===== src/rtl/cla_pipe_arbiter.sv =====
`default_nettype none
// +--------------------------------------------------------------------------+
// | cla_pipe_arbiter: round-robin share of one pipelined CLA between two     |
// | requesters, with a tag shadow pipe. Option macro: CLA_PIPE_ARB_PERF_EN   |
// | Revision: 1.0                                                            |
// +--------------------------------------------------------------------------+
module cla_pipe_arbiter #(
   parameter int WIDTH        = 32,
   parameter int LATENCY      = 5,
   parameter int MAX_INFLIGHT = 5
) (
   input  logic             clk,
   input  logic             rst_n,
   input  logic             req0_valid,
   output logic             req0_ready,
   input  logic [WIDTH-1:0] req0_a,
   input  logic [WIDTH-1:0] req0_b,
   input  logic             req0_cin,
   input  logic             req1_valid,
   output logic             req1_ready,
   input  logic [WIDTH-1:0] req1_a,
   input  logic [WIDTH-1:0] req1_b,
   input  logic             req1_cin,
   output logic             res0_valid,
   output logic             res1_valid,
   output logic [WIDTH-1:0] res_sum,
   output logic             res_cout,
   output logic [WIDTH-1:0] add_a,
   output logic [WIDTH-1:0] add_b,
   output logic             add_cin,
   input  logic [WIDTH-1:0] add_sum,
   input  logic             add_cout,
`ifdef CLA_PIPE_ARB_PERF_EN
   output logic [31:0]      perf_grant0,
   output logic [31:0]      perf_grant1,
   output logic [31:0]      perf_stall,
   input  logic             perf_clr,
`endif
   output logic             busy
);

   localparam int CNT_W = $clog2(MAX_INFLIGHT + 1);

   logic               ptr_q, ptr_d;
   logic [CNT_W-1:0]   count_q, count_d;
   logic [WIDTH-1:0]   add_a_q, add_a_d, add_b_q, add_b_d;
   logic               add_cin_q, add_cin_d;
   logic [LATENCY-1:0] tag_vld_q, tag_vld_d, tag_id_q, tag_id_d;
   logic               res0_valid_q, res0_valid_d, res1_valid_q, res1_valid_d;
   logic [WIDTH-1:0]   res_sum_q, res_sum_d;
   logic               res_cout_q, res_cout_d;
   logic               busy_q, busy_d;
   logic               slot_ok, grant0, grant1, grant, done;

   always_comb begin
      slot_ok = (count_q < CNT_W'(MAX_INFLIGHT));
      grant0  = slot_ok && req0_valid && (!req1_valid || !ptr_q);
      grant1  = slot_ok && req1_valid && (!req0_valid || ptr_q);
      grant   = grant0 || grant1;
      done    = tag_vld_q[LATENCY-1];

      // Pointer always names the requester that did not just win.
      ptr_d = grant ? grant0 : ptr_q;

      add_a_d   = add_a_q;
      add_b_d   = add_b_q;
      add_cin_d = add_cin_q;
      if (grant0) begin
         add_a_d   = req0_a;
         add_b_d   = req0_b;
         add_cin_d = req0_cin;
      end else if (grant1) begin
         add_a_d   = req1_a;
         add_b_d   = req1_b;
         add_cin_d = req1_cin;
      end

      tag_vld_d    = '0;
      tag_id_d     = '0;
      tag_vld_d[0] = grant;
      tag_id_d[0]  = grant1;
      for (int i = 1; i < LATENCY; i++) begin
         tag_vld_d[i] = tag_vld_q[i-1];
         tag_id_d[i]  = tag_id_q[i-1];
      end

      case ({grant, done})
         2'b10:   count_d = count_q + CNT_W'(1);
         2'b01:   count_d = count_q - CNT_W'(1);
         default: count_d = count_q;
      endcase
      busy_d = (count_d != '0);

      res0_valid_d = done && !tag_id_q[LATENCY-1];
      res1_valid_d = done &&  tag_id_q[LATENCY-1];
      res_sum_d    = done ? add_sum  : res_sum_q;
      res_cout_d   = done ? add_cout : res_cout_q;
   end

   always_ff @(posedge clk or negedge rst_n) begin
      if (!rst_n) begin
         ptr_q        <= 1'b0;
         count_q      <= '0;
         add_a_q      <= '0;
         add_b_q      <= '0;
         add_cin_q    <= 1'b0;
         tag_vld_q    <= '0;
         tag_id_q     <= '0;
         res0_valid_q <= 1'b0;
         res1_valid_q <= 1'b0;
         res_sum_q    <= '0;
         res_cout_q   <= 1'b0;
         busy_q       <= 1'b0;
      end else begin
         ptr_q        <= ptr_d;
         count_q      <= count_d;
         add_a_q      <= add_a_d;
         add_b_q      <= add_b_d;
         add_cin_q    <= add_cin_d;
         tag_vld_q    <= tag_vld_d;
         tag_id_q     <= tag_id_d;
         res0_valid_q <= res0_valid_d;
         res1_valid_q <= res1_valid_d;
         res_sum_q    <= res_sum_d;
         res_cout_q   <= res_cout_d;
         busy_q       <= busy_d;
      end
   end

   assign req0_ready = grant0;
   assign req1_ready = grant1;
   assign add_a      = add_a_q;
   assign add_b      = add_b_q;
   assign add_cin    = add_cin_q;
   assign res0_valid = res0_valid_q;
   assign res1_valid = res1_valid_q;
   assign res_sum    = res_sum_q;
   assign res_cout   = res_cout_q;
   assign busy       = busy_q;

`ifdef CLA_PIPE_ARB_PERF_EN
   logic [31:0] perf_grant0_q, perf_grant0_d;
   logic [31:0] perf_grant1_q, perf_grant1_d;
   logic [31:0] perf_stall_q, perf_stall_d;

   // Clear wins over a same-cycle increment.
   always_comb begin
      perf_grant0_d = perf_grant0_q + {31'd0, grant0};
      perf_grant1_d = perf_grant1_q + {31'd0, grant1};
      perf_stall_d  = perf_stall_q + {31'd0, (req0_valid || req1_valid) && !grant};
      if (perf_clr) begin
         perf_grant0_d = '0;
         perf_grant1_d = '0;
         perf_stall_d  = '0;
      end
   end

   always_ff @(posedge clk or negedge rst_n) begin
      if (!rst_n) begin
         perf_grant0_q <= '0;
         perf_grant1_q <= '0;
         perf_stall_q  <= '0;
      end else begin
         perf_grant0_q <= perf_grant0_d;
         perf_grant1_q <= perf_grant1_d;
         perf_stall_q  <= perf_stall_d;
      end
   end

   assign perf_grant0 = perf_grant0_q;
   assign perf_grant1 = perf_grant1_q;
   assign perf_stall  = perf_stall_q;
`endif

endmodule
`default_nettype wire


===== config.mk =====
export PLATFORM = sky130hd
export DESIGN_NAME = cla_pipe_arbiter
export DESIGN_NICKNAME = d
export VERILOG_FILES = /design/src/rtl/cla_pipe_arbiter.sv
export SDC_FILE = /design/constraint.sdc
export NUM_CORES = 1
export LEC_CHECK = 0
export ABC_CLOCK_PERIOD_IN_PS = 2350
export CAP_MARGIN = 10
export CORE_MARGIN = 2
export CORE_UTILIZATION = 40
export DETAILED_ROUTE_END_ITERATION = 10
export GPL_ROUTABILITY_DRIVEN = 0
export GPL_TIMING_DRIVEN = 0
export PLACE_DENSITY_LB_ADDON = 0.2
export RECOVER_POWER = 50
export SLEW_MARGIN = 20
export SYNTH_ARGS = -nofsm -noshare
export SYNTH_HDL_FRONTEND = slang
export SYNTH_SLANG_ARGS = --single-unit

===== constraint.sdc =====
create_clock -name clk -period 2.35 [get_ports clk]
set_input_delay 0.47 -clock clk [delete_from_list [all_inputs] [get_ports clk]]
set_output_delay 0.47 -clock clk [all_outputs]
set_load 0.005 [all_outputs]

==> impl_metrics.tcl <==
set metrics [dict create \
    clk_latency_ps 400 \
    grt_pass1_vias 5129 \
    fillers 983 \
    synth_nets 657 \
    fin_skew_ps 7.823 \
    finalMaxSlewViolations 0 \
    synthAdderAreaFrac_pct 0.6376 \
    rsz0062_at_grt "false" \
    ant_nets 0 \
    synth_cells 488 \
    grt_overflow 0 \
    synth-seq-cells 115 \
    die_w_um 116.9 \
    ff2ff_path_depth 10 \
    min_from "tag_id_q[0]" \
    hpwl_mm 12.72 \
    ys_seq_area_share_pct 56.40 \
    max-slew-margin-rel_pct 7.054 \
    setup_violations 0 \
    clkSinkCount 115 \
    clk_path_buf_depth 2 \
    via_per_inst 5.499 \
    cp-start-kind "flop" \
    multi_input_area_um2 1936 \
    endpoint_kind "primary output" \
    r2r_end "busy" \
    cp_slowest_cell "dfrtp_1" \
    grt_pass1_wl_mm 25.97 \
    cts_hold_buf 0 \
    synth_compound_area_share_pct 21.97 \
    hold_path_end "tag_id_q[1]" \
    drc 0 \
    worstHoldPathCells 0 \
    synth_top_family_by_area "compound AO/OA/AOI/OAI gates" \
    period_share_pct 95.84 \
    drt_pre_antenna_iters 5 \
    synthXorXnorAreaFrac_pct 0.3433 \
    outcome "finished, final reports clean" \
    cts_made_buffers 17 \
    cp_top_family "buffers and inverters" \
    max_clock_freq_mhz 444.0 \
    syn_area_um2 5102 \
    drive_gt1_share_pct 13.91 \
    power_mw 11.39 \
    synth_cell_type_count 30 \
    powerDensity_nw_per_um2 1315 \
    synth_simple_gate_area_share_pct 7.381 \
    worstPathRequired_ps 1880 \
    min_period_ps 2252 \
    diodes 0 \
    crit_arrival_ps 1780 \
    coreArea_um2 12520 \
    die_h_um 116.9 \
    pin_count 270 \
    wl_per_cell_um 18.06 \
    seqCellArea_um2 2879 \
    worst-setup-path-type "flop to primary output" \
    synth_mux_area_share_pct 7.479 \
    r2r-start "count_q[1]" \
    ys_warn_count 0 \
    h-tree-depth 4 \
    cts_tree "yes" \
    syn_avg_cell_area_um2 10.46 \
    regToRegSetupSlack_ps 190 \
    dieArea_um2 13680 \
    num_rows 41 \
    vdd_drop_max_uv 575.5 \
    antenna_found_initial 0 \
    wl_mm 17.39 \
    hold_path.class "flop to flop" \
    critPathBufInv 3 \
    whs_ps 346.7 \
    slowest_delay_ps 390 \
    maxCapViolCount 0 \
    initial_core_util_pct 40.76 \
    via_count 5296 \
    root_buffer "clkbuf_16" \
    cp_max_fo 19 \
    final-hold-violation-count 0 \
    cp.depth 6 \
    drtIter0Drc 364 \
    syn_to_final_growth_pct 69.79 \
    p_leak_nw 3.454 \
    grtUsageTotal_pct 24.83 \
    worst_slew_pin_slew_ps 1394 \
    clk_pin_slew_worst_paths_ps 50 \
    io_buffer_count 269 \
    num-nets-final 947 \
    crit_chain "buf_4, o21ai_4, buf_12, nand2_1, a21oi_1, dlygate4sd2_1" \
    grt_max_degree 64 \
]
## synthesized netlist by cell type
library cell | count | area (µm²)
mux2i_1 | 1 | 10.01
nand3_1 | 65 | 325.3
o21ai_4 | 1 | 16.27
dfrtp_1 | 115 | 2878
buf_1 | 1 | 3.750
nand2_1 | 3 | 11.26
mux2_2 | 33 | 371.6
o21a_2 | 1 | 8.760
nor2_1 | 1 | 3.750
fa_1 | 1 | 20.02
buf_4 | 8 | 60.06
or3_1 | 1 | 6.260
a21oi_1 | 67 | 335.3
nor2b_1 | 1 | 6.260
a21boi_1 | 1 | 7.510
o21ai_1 | 26 | 130.1
nand4bb_1 | 1 | 11.26
o21ai_0 | 40 | 200.2
or2_1 | 1 | 6.260
inv_2 | 1 | 3.750
xor2_1 | 1 | 8.760
inv_1 | 4 | 15.01
clkbuf_1 | 11 | 41.29
a21bo_1 | 1 | 10.01
buf_2 | 32 | 160.2
buf_6 | 1 | 11.26
xnor2_1 | 1 | 8.760
a31oi_1 | 66 | 412.9
and2_1 | 1 | 6.260
ha_1 | 1 | 12.51
## report_power, final
part / total, mW / switching (mW) / internal, mW / leakage [nW]
registers: 3.54 / 0.553 / 2.98 / 1.32
logic: 5.30 / 2.39 / 2.91 / 1.84
clock network: 2.56 / 0.955 / 1.60 / 0.295
## through the flow
step                util, %  cell area [µm²]  cells  setup WS (ps)  setup TNS [ps]
floorplan                 -             5102    488          330.9               0
global placement      63.99             8010    929          -3574         -410970
detailed placement    64.22             8039    930         -299.1           -1003
CTS                   69.24             8667    963          27.32               0
global route          69.21             8663    963          20.77               0
finish                69.21             8663    963          97.65               0
## layout by cell type (no fill, tap or decap), drive strengths merged
cell           synthesis  final
inv                    5      8
or3                    1      1
nor2                   1      1
buf                   42     39
a21oi                 67     67
and2                   1      1
ha                     1      1
nor2b                  1      1
dfrtp                115    115
bufinv                 0      2
a21boi                 1      1
o21a                   1      1
fa                     1      1
nand2                  3      3
mux2i                  1      1
mux2                  33     33
dlymetal6s2s           0      3
o21ai                 67     67
nand4bb                1      1
clkbuf                11     35
a21bo                  1      1
xor2                   1      1
clkinv                 0      9
or2                    1      1
dlygate4sd2            0      1
clkdlybuf4s50          0    264
a31oi                 66     66
nand3                 65     65
xnor2                  1      1
## final cells by class
| cell class | count | area share [%] |
|---|---|---|
| tap | 172 | 2.484 |
| inverter | 5 | 0.2166 |
| clock buffer | 18 | 5.069 |
| clock inverter | 14 | 1.776 |
| multi-input combinational | 315 | 22.34 |
| timing repair buffer | 274 | 31.76 |
| sequential | 115 | 33.23 |
| buffer | 50 | 3.120 |
## state kept, by name, indices dropped and copies added, names as in the netlist, 3 cells and up
register / count
add_a: 32
res_sum: 32
count_q: 3
tag_id_q: 5
add_b: 32
tag_vld_q: 5
## worst max-delay path by stage
stage	endpoint	slack (ps)	from
3_3_place_gp	add_b[28]	-3570	rst_n
2_1_floorplan	busy	330	req0_valid
5_1_grt	req1_ready	20	count_q[1]
4_1_cts	req0_ready	30	req0_valid
3_5_place_dp	busy	-300	req0_valid
6_report	req1_ready	100	count_q[1]
## layer usage
| layer | wire length [µm] | vias to the layer above | global-route usage (%) |
|---|---|---|---|
| li1 | - | 2397 | - |
| met1 | 6583 | 2580 | 29.46 |
| met2 | 8715 | 284 | 42.54 |
| met3 | 1712 | 35 | 7.518 |
| met4 | 379 | 0 | 9.569 |
| met5 | 0 | - | 0 |
## worst register-to-register path, cell delays in order (launching register included)
cell and delay (ps):
dfrtp_1 360, buf_4 140, o21ai_4 70, buf_4 180, nand2_1 100, ha_1 190, inv_1 70, fa_1 380
xor2_1 160, or3_1 330, nand4bb_1 110
## logic make-up (layout without fill, tap and decap cells)
| kind of cell | after synthesis | after routing |
|---|---|---|
| compound gates | 203 | 203 |
| xor+xnor | 2 | 2 |
| fa+ha+maj | 2 | 2 |
| buf+inv | 58 | 361 |
| flops | 115 | 115 |
| mux | 34 | 34 |
| simple gates | 74 | 74 |
## what timing repair did
item                                    4_1_cts  5_1_grt
endpoints found under the setup margin        2        2
buffers inserted                              4        0
gates resized for setup                       7        4
pin swaps                                     1        0
No activity file was read; power rests on OpenSTA's default activity.
